==> src/rtl/morra_match_sequencer.sv <==
// Best-of-N tournament sequencer around a MorraCinese core. It configures each
// match, forwards one move pair per round and tallies match wins.
module morra_match_sequencer (
    input  logic       clk,
    input  logic       rst_n,
    input  logic       cfg_start,
    input  logic [2:0] cfg_matches,
    input  logic [3:0] cfg_len,
    input  logic       mv_valid,
    input  logic [1:0] mv_p1,
    input  logic [1:0] mv_p2,
    output logic       mv_ready,
    output logic [1:0] core_p1,
    output logic [1:0] core_p2,
    output logic       core_start,
    input  logic [1:0] core_round,
    input  logic [1:0] core_game,
    output logic       busy,
    output logic [2:0] match_idx,
    output logic [2:0] wins_p1,
    output logic [2:0] wins_p2,
    output logic       done,
    output logic [1:0] winner,
    output logic       err
);
    typedef enum logic [2:0] {
        IDLE    = 3'd0,
        CONFIG  = 3'd1,
        WAIT_MV = 3'd2,
        ISSUE   = 3'd3,
        CHECK   = 3'd4,
        FINISH  = 3'd5
    } state_t;

    state_t     state_r, state_s;
    logic [2:0] matches_r, match_idx_r, wins_p1_r, wins_p2_r;
    logic [3:0] len_r, len_s;
    logic [4:0] round_cnt_r, round_inc_s;
    logic [1:0] winner_r, core_p1_r, core_p2_r, core_p1_s, core_p2_s;
    logic       err_r, busy_r, mv_ready_r, core_start_r, done_r;
    logic       busy_s, mv_ready_s, core_start_s, done_s;
    logic       timeout_s, match_end_s, last_match_s, handshake_s;
    logic [2:0] wins_p1_s, wins_p2_s, target_s, idx_inc_s;
    logic       unused_round_s;

    // The round code is informational only; match outcome comes from core_game.
    assign unused_round_s = ^core_round;

    function automatic logic [1:0] decide_winner(input logic [2:0] w1, input logic [2:0] w2);
        if (w1 > w2) begin
            decide_winner = 2'b01;
        end else if (w2 > w1) begin
            decide_winner = 2'b10;
        end else begin
            decide_winner = 2'b11;
        end
    endfunction

    assign handshake_s = mv_valid && mv_ready_r;

    // Evaluate the core result seen in CHECK: match end, updated tallies, tournament end.
    always_comb begin
        round_inc_s = round_cnt_r + 5'd1;
        target_s    = {1'b0, matches_r[2:1]} + 3'd1;
        idx_inc_s   = match_idx_r + 3'd1;
        timeout_s   = (core_game == 2'b00) && (round_inc_s >= 5'd20);
        match_end_s = (core_game != 2'b00) || timeout_s;
        wins_p1_s   = wins_p1_r;
        wins_p2_s   = wins_p2_r;
        if (core_game == 2'b01) begin
            wins_p1_s = wins_p1_r + 3'd1;
        end else if (core_game == 2'b10) begin
            wins_p2_s = wins_p2_r + 3'd1;
        end else begin
            wins_p1_s = wins_p1_r;
        end
        last_match_s = (wins_p1_s >= target_s) || (wins_p2_s >= target_s) ||
                       (idx_inc_s == matches_r);
    end

    // State register.
    always_ff @(posedge clk or negedge rst_n) begin
        if (!rst_n) begin
            state_r <= IDLE;
        end else begin
            state_r <= state_s;
        end
    end

    // Next-state logic.
    always_comb begin
        state_s = state_r;
        case (state_r)
            IDLE:    state_s = cfg_start ? CONFIG : IDLE;
            CONFIG:  state_s = WAIT_MV;
            WAIT_MV: state_s = handshake_s ? ISSUE : WAIT_MV;
            ISSUE:   state_s = CHECK;
            CHECK: begin
                if (match_end_s) begin
                    state_s = last_match_s ? FINISH : CONFIG;
                end else begin
                    state_s = WAIT_MV;
                end
            end
            FINISH:  state_s = IDLE;
            default: state_s = IDLE;
        endcase
    end

    // Output decode from the upcoming state so every output leaves a flop.
    always_comb begin
        busy_s       = (state_s != IDLE);
        mv_ready_s   = (state_s == WAIT_MV);
        core_start_s = (state_s == CONFIG);
        done_s       = (state_s == FINISH);
        len_s        = (state_r == IDLE) ? cfg_len : len_r;
        core_p1_s    = 2'b00;
        core_p2_s    = 2'b00;
        case (state_s)
            CONFIG: begin
                core_p1_s = len_s[3:2];
                core_p2_s = len_s[1:0];
            end
            ISSUE: begin
                core_p1_s = mv_p1;
                core_p2_s = mv_p2;
            end
            default: begin
                core_p1_s = 2'b00;
                core_p2_s = 2'b00;
            end
        endcase
    end

    // Output registers.
    always_ff @(posedge clk or negedge rst_n) begin
        if (!rst_n) begin
            busy_r       <= 1'b0;
            mv_ready_r   <= 1'b0;
            core_start_r <= 1'b0;
            done_r       <= 1'b0;
            core_p1_r    <= 2'b00;
            core_p2_r    <= 2'b00;
        end else begin
            busy_r       <= busy_s;
            mv_ready_r   <= mv_ready_s;
            core_start_r <= core_start_s;
            done_r       <= done_s;
            core_p1_r    <= core_p1_s;
            core_p2_r    <= core_p2_s;
        end
    end

    // Tournament configuration, round counter and score tallies.
    always_ff @(posedge clk or negedge rst_n) begin
        if (!rst_n) begin
            matches_r   <= 3'd1;
            len_r       <= 4'd0;
            round_cnt_r <= 5'd0;
            match_idx_r <= 3'd0;
            wins_p1_r   <= 3'd0;
            wins_p2_r   <= 3'd0;
            winner_r    <= 2'b00;
            err_r       <= 1'b0;
        end else begin
            case (state_r)
                IDLE: begin
                    if (cfg_start) begin
                        matches_r   <= (cfg_matches == 3'd0) ? 3'd1 : cfg_matches;
                        len_r       <= cfg_len;
                        round_cnt_r <= 5'd0;
                        match_idx_r <= 3'd0;
                        wins_p1_r   <= 3'd0;
                        wins_p2_r   <= 3'd0;
                        winner_r    <= 2'b00;
                        err_r       <= 1'b0;
                    end
                end
                CONFIG: round_cnt_r <= 5'd0;
                CHECK: begin
                    round_cnt_r <= round_inc_s;
                    wins_p1_r   <= wins_p1_s;
                    wins_p2_r   <= wins_p2_s;
                    if (timeout_s) begin
                        err_r <= 1'b1;
                    end
                    if (match_end_s) begin
                        if (last_match_s) begin
                            winner_r <= decide_winner(wins_p1_s, wins_p2_s);
                        end else begin
                            match_idx_r <= idx_inc_s;
                        end
                    end
                end
                default: round_cnt_r <= round_cnt_r;
            endcase
        end
    end

    assign busy       = busy_r;
    assign mv_ready   = mv_ready_r;
    assign core_start = core_start_r;
    assign done       = done_r;
    assign core_p1    = core_p1_r;
    assign core_p2    = core_p2_r;
    assign match_idx  = match_idx_r;
    assign wins_p1    = wins_p1_r;
    assign wins_p2    = wins_p2_r;
    assign winner     = winner_r;
    assign err        = err_r;
endmodule

==> config.mk <==
export PLATFORM = sky130hd
export DESIGN_NAME = morra_match_sequencer
export DESIGN_NICKNAME = d
export VERILOG_FILES = /design/src/rtl/morra_match_sequencer.sv
export SDC_FILE = /design/constraint.sdc
export NUM_CORES = 1
export LEC_CHECK = 0
export ABC_AREA = 1
export CORE_UTILIZATION = 30
export CTS_BUF_LIST = sky130_fd_sc_hd__clkbuf_8
export CTS_CLUSTER_SIZE = 12
export DETAILED_ROUTE_END_ITERATION = 8
export GPL_TIMING_DRIVEN = 0
export HOLD_SLACK_MARGIN = 0.12
export PLACE_DENSITY_LB_ADDON = 0.08
export SYNTH_ARGS = -nofsm -noshare
export SYNTH_HDL_FRONTEND = slang
export SYNTH_SLANG_ARGS = --single-unit
==> constraint.sdc <==
create_clock -name clk -period 2.24 [get_ports clk]
set_input_delay 0.672 -clock clk [delete_from_list [all_inputs] [get_ports clk]]
set_output_delay 0.672 -clock clk [all_outputs]
set_load 0.01 [all_outputs]
# Word level (Yosys, flattened, before mapping)
# Index checks and enable logic that the tools add are counted.
# classes
n_addsub	5
magnitude_cmp	5
eq_ne	16
n_mux	29
n_reduce_logical	18
# op_table
operator	count
2-to-1 mux 3 bit	9
case mux 3 bit (2 select lines)	3
case mux 3 bit (5 select lines)	1
case mux 5 bit (3 select lines)	1
equality test 3 x 2 -> 1 bit, second input constant	4
case mux 2 bit (2 select lines)	3
inequality test 2 bit, second input constant	5
adder 3 x 1 -> 3 bit, second input constant	3
2-to-1 mux 2 bit	4
AND reduction 4 bit	2
equality test 3 x 1 -> 1 bit, second input constant	2
equality test 3 bit, second input constant	2
greater-or-equal comparator 3 bit	2
greater-than comparator 3 bit	2
zero test 3 bit	2
AND reduction 2 bit	3
nonzero test 3 bit	2
adder 5 x 1 -> 5 bit, second input constant	1
greater-or-equal comparator 5 bit, second input constant	1
2-to-1 mux 1 bit	5
2-to-1 mux 5 bit	1
2-to-1 mux 4 bit	1
nonzero test 2 bit	2
adder 2 x 1 -> 3 bit, second input constant	1
8 further kinds	11
# word_totals
ff_bits	35
in_bits	19
wordCells	88

# Logic depth before layout (Yosys ltp)
# Gate-level depths: netlist of the first run.
# depth
ltp_word	11
depth_mapped	15

# Worst setup path before layout of the first run
# Ideal clock, no wire load.
# synth_timing
path_kind	input to register
start	input port core_game[0]
end	register match_idx_r[0], in the netlist match_idx[0]
t_arrival_ps	2262
required_ps	2123
slack_ps	-139
path_stages	14
n_path_buf	0
cell_sequence	inv_1 > nor2_1 > nand2_1 > xor2_1 > inv_1 > ha_1 > a21oi_1 > nand3_1 > nor2_1 > nand3_2 > nand2_4 > nand2_1 > nand2_1 > nand2_1
# synth_between
elab_chain_cells	8
word_cells_on_any_way	16
# synth_lines
item	line_no	text
from (decl)	17	input logic [1:0] core_game,
equality test 2 bit	72	end else if (core_game == 2'b10) begin
2-to-1 mux 3 bit	72	
2-to-1 mux 3 bit	70	if (core_game == 2'b01) begin
greater-or-equal comparator 3 bit	77	last_match_s = (wins_p1_s >= target_s) || (wins_p2_s >= target_s) ||
logical OR 1 bit (2 in series)	77	
inequality test 2 bit (no line)	-	
AND reduction 4 bit (no line) (*)	-	
to (signal assigned)	191	match_idx_r <= idx_inc_s;
to (decl)	36	logic [2:0] matches_r, match_idx_r, wins_p1_r, wins_p2_r;
# Every way passes the cells marked *; elsewhere a longest branch is shown, timed or not.
# A chain may end at the register's enable or synchronous reset.

# Worst setup path after layout of the first run
# Same ends and word-level chain as after synthesis.

==> results.py, run 1 <==
metrics = {
    "placement": {
        "gp_routability_congestion": 0.762,
        "port_buffers": 36,
        "hpwl_um": 3370,
    },
    "die": {
        "dieWidth_um": 84.5,
        "io_pins": 39,
        "rows": 29,
        "dieArea_um2": 7140,
        "start_util_pct": 31.6,
        "core_um2": 6460,
        "die_y_um": 84.5,
    },
    "sta": {
        "maxSlewHeadroom_pct": 43.8,
        "final.setup.tns_ns": 0,
        "fin_crit_sh_pct": 94.7,
        "worst_slew_pin_slew_ns": 0.843,
        "period_needed_ns": 2.12,
        "setup_violations": 0,
        "hold_viol_final": 0,
        "final_max_slew_viol_count": 0,
        "clock_skew_ns": 0.00507,
        "whs_ns": 0.493,
        "clock.fmax_mhz": 471,
    },
    "global_route": {
        "grt_use_total_pct": 14.2,
        "grt_pass1_wl_um": 7980,
        "gr-total-overflow": 0,
        "grt_pass1_vias": 1707,
        "antenna_found_initial": 0,
        "grt_max_degree": 36,
    },
    "setup_path": {
        "crit_chain": "buf_4 > inv_2 > nor2_4 > nand2_2 > xor2_2 > inv_1 > ha_4 > a21oi_4 > nand3_2 > nor2_4 > nand3_4 > nand2_8 > nand2_4 > nand2_1 > nand2_1",
        "critPathCaptureType": "flip-flop",
        "worstPathRequired_ns": 2.41,
        "crit_path_start_kind": "input port",
        "ff2ff_setup_slack_ns": 0.16,
        "critPathMaxStageDelay_ns": 0.24,
        "crit_slowest_cell": "ha_4",
        "worstPathArrival_ns": 2.29,
        "cp_num_buf_inv": 3,
        "cp_top_family": "simple AND/OR/NAND/NOR gates",
        "critPathMaxFanout": 8,
        "r2r_cells": 12,
        "crit_type": "input port to flip-flop",
        "r2r-end": "match_idx[0]",
        "reg2reg_from": "wins_p2[0]",
    },
    "clocking": {
        "cts.sinks": 35,
        "cts_tree": "yes",
        "clk_pin_slew_worst_paths_ns": 0.07,
        "clkLatencyLatePin_ns": 0.28,
        "cts_max_level": 2,
        "cts_made_buffers": 5,
        "cts-root-buf": "clkbuf_8",
        "clockBufferDepth": 2,
    },
    "power_and_ir_drop": {
        "irDropWorstVdd_mv": 0.481,
        "leakage_nw": 1.36,
        "finalPower_mw": 3.28,
        "p_per_area_nw_per_um2": 1180,
    },
    "drt": {
        "routedWlPerCell_um": 12.1,
        "via_per_inst": 4.54,
        "dr_wl_met2_um": 2190,
        "routed-wl-met3_um": 128,
        "postRouteAntennaNets": 0,
        "met1_length_um": 2210,
        "route.detailed.drc": 0,
        "top_layer_used": "met4",
        "drtIter0Drc": 44,
        "drtPass1Iterations": 4,
        "wirelength_um": 4560,
        "vias": 1706,
    },
    "synthesis": {
        "ys_seq_area_share_pct": 43.0,
        "ys_warn_count": 0,
        "syn_avg_cell_area_um2": 8.13,
        "yosys_register_bits": 35,
        "syn_inst": 251,
        "ys_types": 28,
        "syn_nets": 285,
        "syn-cell-area_um2": 2040,
    },
    "hold_path": {
        "min_path_cells": 2,
        "worstHoldStart": "winner[1]",
        "hold_class": "flip-flop to flip-flop",
        "min_to": "winner[1]",
    },
    "final_layout": {
        "insertedDiodeCount": 0,
        "drive_above_1_share_pct": 18.1,
        "fillers": 681,
        "synthToLayoutAreaGrowth_pct": 36.6,
        "final_nets": 332,
        "final_common_cell": "nand2_1",
        "final_cell_mix": "67 x nand2_1, 34 x inv_1, 34 x dfrtp_1",
    },
    "flow_run": {
        "maxCapViolations": 0,
    },
    "status": {
        "status": "finished, final reports clean",
    },
}
## power by group
part | switching, mW | internal (mW)
clock network | 0.223 | 0.276
registers | 0.154 | 0.849
logic | 1.02 | 0.759
total | 1.39 | 1.88
## Yosys cell counts
cell	number	area, µm²
o21ai_1	11	55.1
dfrtp_1	34	851
o22ai_1	3	18.8
o21ai_0	5	25.0
nand3_2	3	30.0
inv_1	35	131
nand2_1	70	263
a21oi_2	1	8.76
or2_1	1	6.26
nand3_1	22	110
nor2_8	1	20.0
inv_2	4	15.0
nand2_2	3	18.8
nand3_4	1	17.5
inv_4	1	6.26
nand2_4	1	11.3
a21oi_1	7	35.0
o21a_1	2	15.0
nor2_4	1	11.3
clkbuf_1	1	3.75
o221ai_1	1	8.76
dfstp_2	1	26.3
nand4_1	4	25.0
buf_6	3	33.8
ha_1	15	188
xor2_1	5	43.8
nor2_1	14	52.6
a32o_1	1	10.0
## tightest hold or removal path: stages, from the launching register on
cell	delay, ns
dfrtp_1	0.36
nand2_1	0.06
nand2_1	0.05
## through the flow
| step | setup WS, ns | instance area [µm²] | std cells | util, % |
|---|---|---|---|---|
| finish | 0.119 | 2790 | 376 | 43.2 |
| global route | -0.0116 | 2790 | 376 | 43.2 |
| CTS | 0.0107 | 2670 | 375 | 41.3 |
| detailed placement | -0.900 | 2540 | 364 | 39.3 |
| global placement | -0.876 | 2550 | 364 | 39.4 |
| floorplan | 0.00491 | 2090 | 251 | - |
## timing repair
item / 4_1_cts / 5_1_grt
hold buffers: 0 / 0
resized for setup: 11 / 19
endpoints found under the setup margin: 13 / 11
hold endpoints to repair: 0 / 0
buffers inserted: 3 / 1
pin swaps: 8 / 11
## layer usage
layer  GRT usage [%]  vias up
li1                -      898
met1            18.2      781
met2            24.2       22
met3            2.85        5
met4            4.31        0
met5               0        -
## logic make-up (layout without fill, tap and decap cells)
group / count (synthesis) / count (layout) / synth area share (%)
flops: 35 / 35 / 43.0
xor+xnor: 5 / 5 / 2.15
simple gates: 121 / 121 / 27.7
buf+inv: 44 / 92 / 9.32
fa+ha+maj: 15 / 15 / 9.20
compound gates: 31 / 31 / 8.64
## final cells by class
| cell class | instances | area [µm²] | share of cell area, % |
|---|---|---|---|
| Buffer | 4 | 37.5 | 1.35 |
| Tap cell | 77 | 96.3 | 3.46 |
| Clock inverter | 1 | 3.75 | 0.135 |
| Multi-Input combinational cell | 172 | 1140 | 40.8 |
| Timing Repair Buffer | 40 | 388 | 13.9 |
| Sequential cell | 35 | 877 | 31.5 |
| Inverter | 40 | 153 | 5.48 |
| Clock buffer | 7 | 96.3 | 3.46 |
## state kept, by name (all words and copies together) (netlist names)
| signal | count |
|---|---|
| core_p1 | 2 |
| err | 1 |
| mv_ready | 1 |
| done | 1 |
| wins_p1 | 3 |
| busy | 1 |
| core_p2 | 2 |
| round_cnt_r | 5 |
| winner | 2 |
| matches_r | 3 |
| wins_p2 | 3 |
| core_start | 1 |
| match_idx | 3 |
| state_r | 3 |
| len_r | 4 |
## how the worst max path moves through the flow
stage | depth (start not counted) | startpoint | to | slack, ns
4_1_cts | 13 | core_game[1] | match_idx[0] | 0.01
5_1_grt | 14 | core_game[1] | match_idx[2] | -0.01
3_5_place_dp | 14 | core_game[1] | match_idx[0] | -0.90
3_3_place_gp | 14 | core_game[1] | match_idx[0] | -0.88
6_report | 15 | core_game[0] | match_idx[0] | 0.12
2_1_floorplan | 13 | core_game[1] | match_idx[0] | 0.005
(Power assumes the default switching activity.)
==> run 2: changes to the inputs <==
Settings changed: CORE_UTILIZATION 30 to 40, CTS_CLUSTER_SIZE 12 to default, HOLD_SLACK_MARGIN 0.12 to 0.08.
==> results.py, run 2 (same netlist as run 1, synthesis figures left out) <==
metrics = {
    "status": {
        "status": "finished, final reports clean",
    },
    "power_and_ir_drop": {
        "leakage_nw": 1.35,
        "p_per_area_nw_per_um2": 1160,
        "finalPower_mw": 3.18,
        "irDropWorstVdd_mv": 0.508,
    },
    "global_route": {
        "grt_use_total_pct": 18.5,
        "gr-total-overflow": 0,
        "grt_max_degree": 36,
        "antenna_found_initial": 0,
        "grt_pass1_wl_um": 7520,
        "grt_pass1_vias": 1662,
    },
    "clocking": {
        "clk_pin_slew_worst_paths_ns": 0.07,
        "cts_made_buffers": 5,
        "cts_hold_buf": 0,
        "cts-root-buf": "clkbuf_8",
        "clockBufferDepth": 2,
        "clkLatencyLatePin_ns": 0.28,
        "cts.sinks": 35,
        "cts_tree": "yes",
        "cts_max_level": 2,
    },
    "die": {
        "dieWidth_um": 73.4,
        "die_y_um": 73.4,
        "dieArea_um2": 5390,
        "rows": 25,
        "start_util_pct": 42.4,
        "io_pins": 39,
        "core_um2": 4820,
    },
    "setup_path": {
        "reg2reg_from": "wins_p1[0]",
        "crit_slowest_cell": "ha_4",
        "worstPathArrival_ns": 2.34,
        "crit_path_end": "match_idx[2]",
        "worstPathRequired_ns": 2.46,
        "critPathMaxFanout": 6,
        "critPathCaptureType": "flip-flop",
        "crit_path_start": "core_game[0]",
        "crit_type": "input port to flip-flop",
        "r2r-end": "match_idx[2]",
        "r2r_cells": 13,
        "crit_path_start_kind": "input port",
        "ff2ff_setup_slack_ns": 0.18,
        "critPathMaxStageDelay_ns": 0.24,
        "crit_chain": "buf_2 > nor2_4 > nand2_4 > xor2_4 > ha_4 > a21oi_2 > nand3_2 > nor2_4 > nand3_2 > nand2_4 > buf_12 > nand3_1 > nand2_1",
    },
    "sta": {
        "setup_violations": 0,
        "hold_viol_final": 0,
        "final_max_slew_viol_count": 0,
        "worst_slew_pin_slew_ns": 0.783,
        "fin_crit_sh_pct": 94.6,
        "rsz0062_at_grt": "false",
        "maxSlewHeadroom_pct": 47.8,
        "clock_skew_ns": 0.00768,
        "setup_slack_ns": 0.120,
        "period_needed_ns": 2.12,
        "final.setup.tns_ns": 0,
        "clock.fmax_mhz": 472,
    },
    "drt": {
        "via_per_inst": 4.73,
        "drtPass1Iterations": 4,
        "postRouteAntennaNets": 0,
        "drtIter0Drc": 81,
        "wirelength_um": 4290,
        "routedWlPerCell_um": 11.7,
        "route.detailed.drc": 0,
        "vias": 1732,
    },
    "final_layout": {
        "fin_area_um2": 2730,
        "final_nets": 334,
        "insertedDiodeCount": 0,
        "final_cell_mix": "67 x nand2_1, 34 x dfrtp_1, 33 x inv_1, 33 x clkdlybuf4s50_1, 18 x nand3_1",
        "top_regs": "round_cnt_r x5, len_r x4",
        "top_register": "round_cnt_r",
        "drive_above_1_share_pct": 18.1,
        "final_common_cell": "nand2_1",
        "fin_util_pct": 56.8,
        "synthToLayoutAreaGrowth_pct": 34.0,
        "largest_register_ffs": 5,
    },
    "placement": {
        "port_buffers": 36,
        "pre_cts_ws_ns": -0.859,
        "gp_routability_congestion": 0.745,
        "placedInstanceArea_um2": 2530,
        "hpwl_um": 3170,
    },
    "flow_run": {
        "maxCapViolations": 0,
    },
    "hold_path": {
        "hold_class": "input port to async pin",
    },
}
run 2: per-stage QoR:
stage | instances | hold WS (ns)
2_1_floorplan | 251 | 0.376
3_3_place_gp | 354 | 0.467
3_5_place_dp | 354 | 0.476
4_1_cts | 363 | 0.492
5_1_grt | 366 | 0.518
6_report | 366 | 0.471
run 2: layout make-up:
type / count / area (µm²)
inverters: 40 / 153
plain buffers: 4 / 37.5
clock inverters: 1 / 3.75
repair buffers: 42 / 405
well taps: 67 / 83.8
flip-flops and latches: 35 / 877
multi-input cells: 172 / 1100
clock buffers: 5 / 68.8
fillers: 475 / 2080
run 2: worst min path at each step:
stage,depth (start not counted),end,slack [ns]
finish,1,err,0.47
global route,2,len_r[3],0.52
CTS,2,winner[1],0.49
detailed placement,2,winner[1],0.48
global placement,2,winner[1],0.47
floorplan,0,busy,0.38
run 2: power breakdown:
part           switching [mW]  internal, mW
Combinational           0.985         0.788
Clock                   0.208         0.202
Sequential              0.152         0.850
run 2: critical path: cells and delay by family:
family	cells	cell delay (ns)
buffers and inverters	2	0.24
XOR/XNOR	1	0.23
AND/OR/NAND/NOR	8	0.81
AO/OA/AOI/OAI	1	0.15
adder cells (fa/ha/maj)	1	0.24
run 2: what timing repair did:
item                       4_1_cts  5_1_grt
resized for setup                9       15
setup endpoints to repair       13       12
pin swaps                        5        8
buffers inserted                 3        3
run 2: layer usage:
metal  wire, µm  global-route usage (%)  vias up
met5          0                       0        -
met4         40                    5.77        0
met3        134                    4.25        4
met2       2050                    29.4       24
met1       2070                    25.0      803
li1           -                       -      901
==> edit (settings of run 2) <==
Put one more register stage on the output `err`, with the module's reset. The value now appears one clock later. The other outputs are not delayed to match.
--- a/src/rtl/morra_match_sequencer.sv
+++ b/src/rtl/morra_match_sequencer.sv
@@ -207,6 +207,12 @@
     assign wins_p1    = wins_p1_r;
     assign wins_p2    = wins_p2_r;
     assign winner     = winner_r;
-    assign err        = err_r;
+    always_ff @(posedge clk or negedge rst_n) begin
+        if (!rst_n) begin
+            err <= '0;
+        end else begin
+            err <= err_r;
+        end
+    end
 endmodule
 
Formal check against the unedited RTL: no difference found for any inputs over 10 cycles, from zero or initial values and one cycle with rst_n low; that may be too few to reach the edited logic, so the function may still have changed.
==> edit against run 2 <==
Synthesized area down 0.37%. Global-route usage decreased by 0.29 points. Combinational power shrank 16%. Routed wire length shrank 4.3%. Die area decreased by 0.35%. Worst hold slack lost 0.087 ns. Register-to-register slack worse by 0.02 ns. Critical path depth is the same. Count of clock-buffer cells in the layout up 1. Sequential cell count rose by 1. Worst setup slack lost 0.041 ns. Cell area fell by 1.6%. Clock power grew 18%. Total power down 7.1%. Critical endpoint unchanged. Highest routed layer unchanged.
==> edit: results (changes against run 2) <==
* Tightest slew margin relative to the limit at 0.470 (-0.00757)
* Largest registers: round_cnt_r x5, len_r x4
* Met3 GRT Util at 0.0425 (unchanged)
* Seq/Total Area, Yosys at 0.444 (+0.0139)
* First drt pass iteration count at 4 (unchanged)
* Hold depth at 0
* IO buf count at 36 (unchanged)
* Most flops, register: round_cnt_r
* Fin cells at 357 (-2.5%)
* Top FF cell, synth: dfrtp_1
* M2 GR Usage at 0.285 (-0.00926)
* Leak at 1.30 nW (-3.3%)
* All-Layer GR Usage at 0.182 (-0.00290)
* Vias in the first global route at 1,581 (-4.9%)
* WL met3 at 181 um (+35%)
* Worst min path class: reg -> reg
* CP Max Fanout at 8 (+2)
* Worst Hold Path EP: err$_DFF_PN0_
* Aggregate routed wire length at 4100 um (-4.3%)
* Clk_skew at 0.00350 ns (-0.00418 ns)
* Final worst slack at 0.0790 ns (-0.0410 ns)
* Yosys warns at 0 (unchanged)
* Crit. Startpoint: core_game[0]
* Gpl congestion at 0.772 (+3.6%)
* WL met1 at 1970 um (-4.5%)
* Setup WS pre-CTS at -0.966 ns (-0.106 ns)
* Clk Latency, worst-skew pair at 0.29 ns
* Area post-placement at 0.00251 sq mm (-0.59%)
* Post-DP HPWL at 3090 um (-2.7%)
* Reg-to-Reg Start: wins_p1[0]$_DFFE_PN0P_
* Worst Reg2Reg Path Length in Cells at 13 (unchanged)
* Clock Tree Root: clkbuf_8
* H-tree Lvls at 2 (unchanged)
* TritonCTS Buffers at 5 (unchanged)
* Clock slew seen by the registers of the worst setup and hold paths at 0.07 ns (about the same)
* Critical Path Max Stage Delay at 0.34 ns (+0.10 ns)
* Largest net degree at the start of global routing at 37 (+2.8%)
* Initial DRC Count at 102 (+26%)
* Hold_sp: err_r$_DFFE_PN0P_
* Placed Cells at 347 (-2.0%)
* VDD IR-drop max at 604 uV (+19%)
* First-pass GRT wire length at 7380 um (-1.8%)
* Avg Cell Area, Syn at 8.33 sq um (+2.5%)
* Worst hold slack at 0.384 ns (-0.0873 ns)
* Layout cells sized above 1 at 0.172 (-0.00819)
* Met1 usage at 0.247 (-0.00306)
* Highest Signal Layer: met4
* Synth top cells by count: nand2_1 (65), dfrtp_1 (35), inv_1 (35)
* Outcome: completed
* Ys async rst share at 1.00 (unchanged)
* Syn nets at 278 (-2.5%)
* FF-to-FF setup slack at 0.16 ns (-0.02 ns)
* Vias at 1,679 (-3.1%)
* Critical Path Slowest Stage Cell: ha_1
* Met2 Wirelength at 1880 um (-7.9%)
* Nets@finish at 323 (-3.3%)
* Initial antenna violation count at 0 (unchanged)
* Most area-consuming cells after synthesis: dfrtp_1 (43%), nand2_1 (12%), ha_1 (9.2%), inv_1 (6.5%), nand3_1 (5.2%)
* Count of cell types in the netlist at 29 (+3.6%)
## edit: cell type report
| cell class | count | area (sq um) |
|---|---|---|
| flip-flops and latches | 36 | 902 |
| multi-input cells | 169 | 1060 |
| well taps | 67 | 83.8 |
| fillers | 486 | 2130 |
| repair buffers | 38 | 378 |
| inverters | 38 | 163 |
| clock buffers | 6 | 82.6 |
| plain buffers | 1 | 7.51 |
| clock inverters | 2 | 11.3 |
## edit: cell families after synthesis
family	share of synthesized area
AOI/OAI and AO/OA	0.0929
xor gates and xnor gates	0.0215
buffers and inverters	0.0788
adders and majority gates	0.0923
DFF	0.444
and+or+nand+nor	0.271
## edit: power breakdown
part	switching (mW)	internal, mW	total (mW)
clock network	0.237	0.245	0.482
registers	0.142	0.845	0.987
logic	0.877	0.612	1.49
total	1.26	1.70	2.96
## edit: what timing repair did
action / in CTS / in global routing
endpoints found under the setup margin: 13 / 8
buffers inserted: 2 / 0
pin swaps: 6 / 11
resized for setup: 15 / 16
## edit: critical path, delay by kind of cell
| family | cells | cell delay [ns] |
|---|---|---|
| AND/OR/NAND/NOR | 9 | 0.89 |
| XOR/XNOR | 1 | 0.16 |
| adder cells (fa/ha/maj) | 1 | 0.34 |
| AO/OA/AOI/OAI | 1 | 0.14 |
| buffers and inverters | 1 | 0.13 |
## edit: worst max path at each step
| stage | slack (ns) | cells after the start | end |
|---|---|---|---|
| after floorplan | -0.009 | 13 | match_idx[0]$_DFFE_PN0P_ |
| after global placement | -0.94 | 14 | match_idx[2]$_DFFE_PN0P_ |
| after detailed placement | -0.97 | 14 | match_idx[0]$_DFFE_PN0P_ |
| after CTS | 0.05 | 13 | match_idx[0]$_DFFE_PN0P_ |
| after global routing | -0.03 | 14 | match_idx[0]$_DFFE_PN0P_ |
| final | 0.08 | 13 | match_idx[2]$_DFFE_PN0P_ |
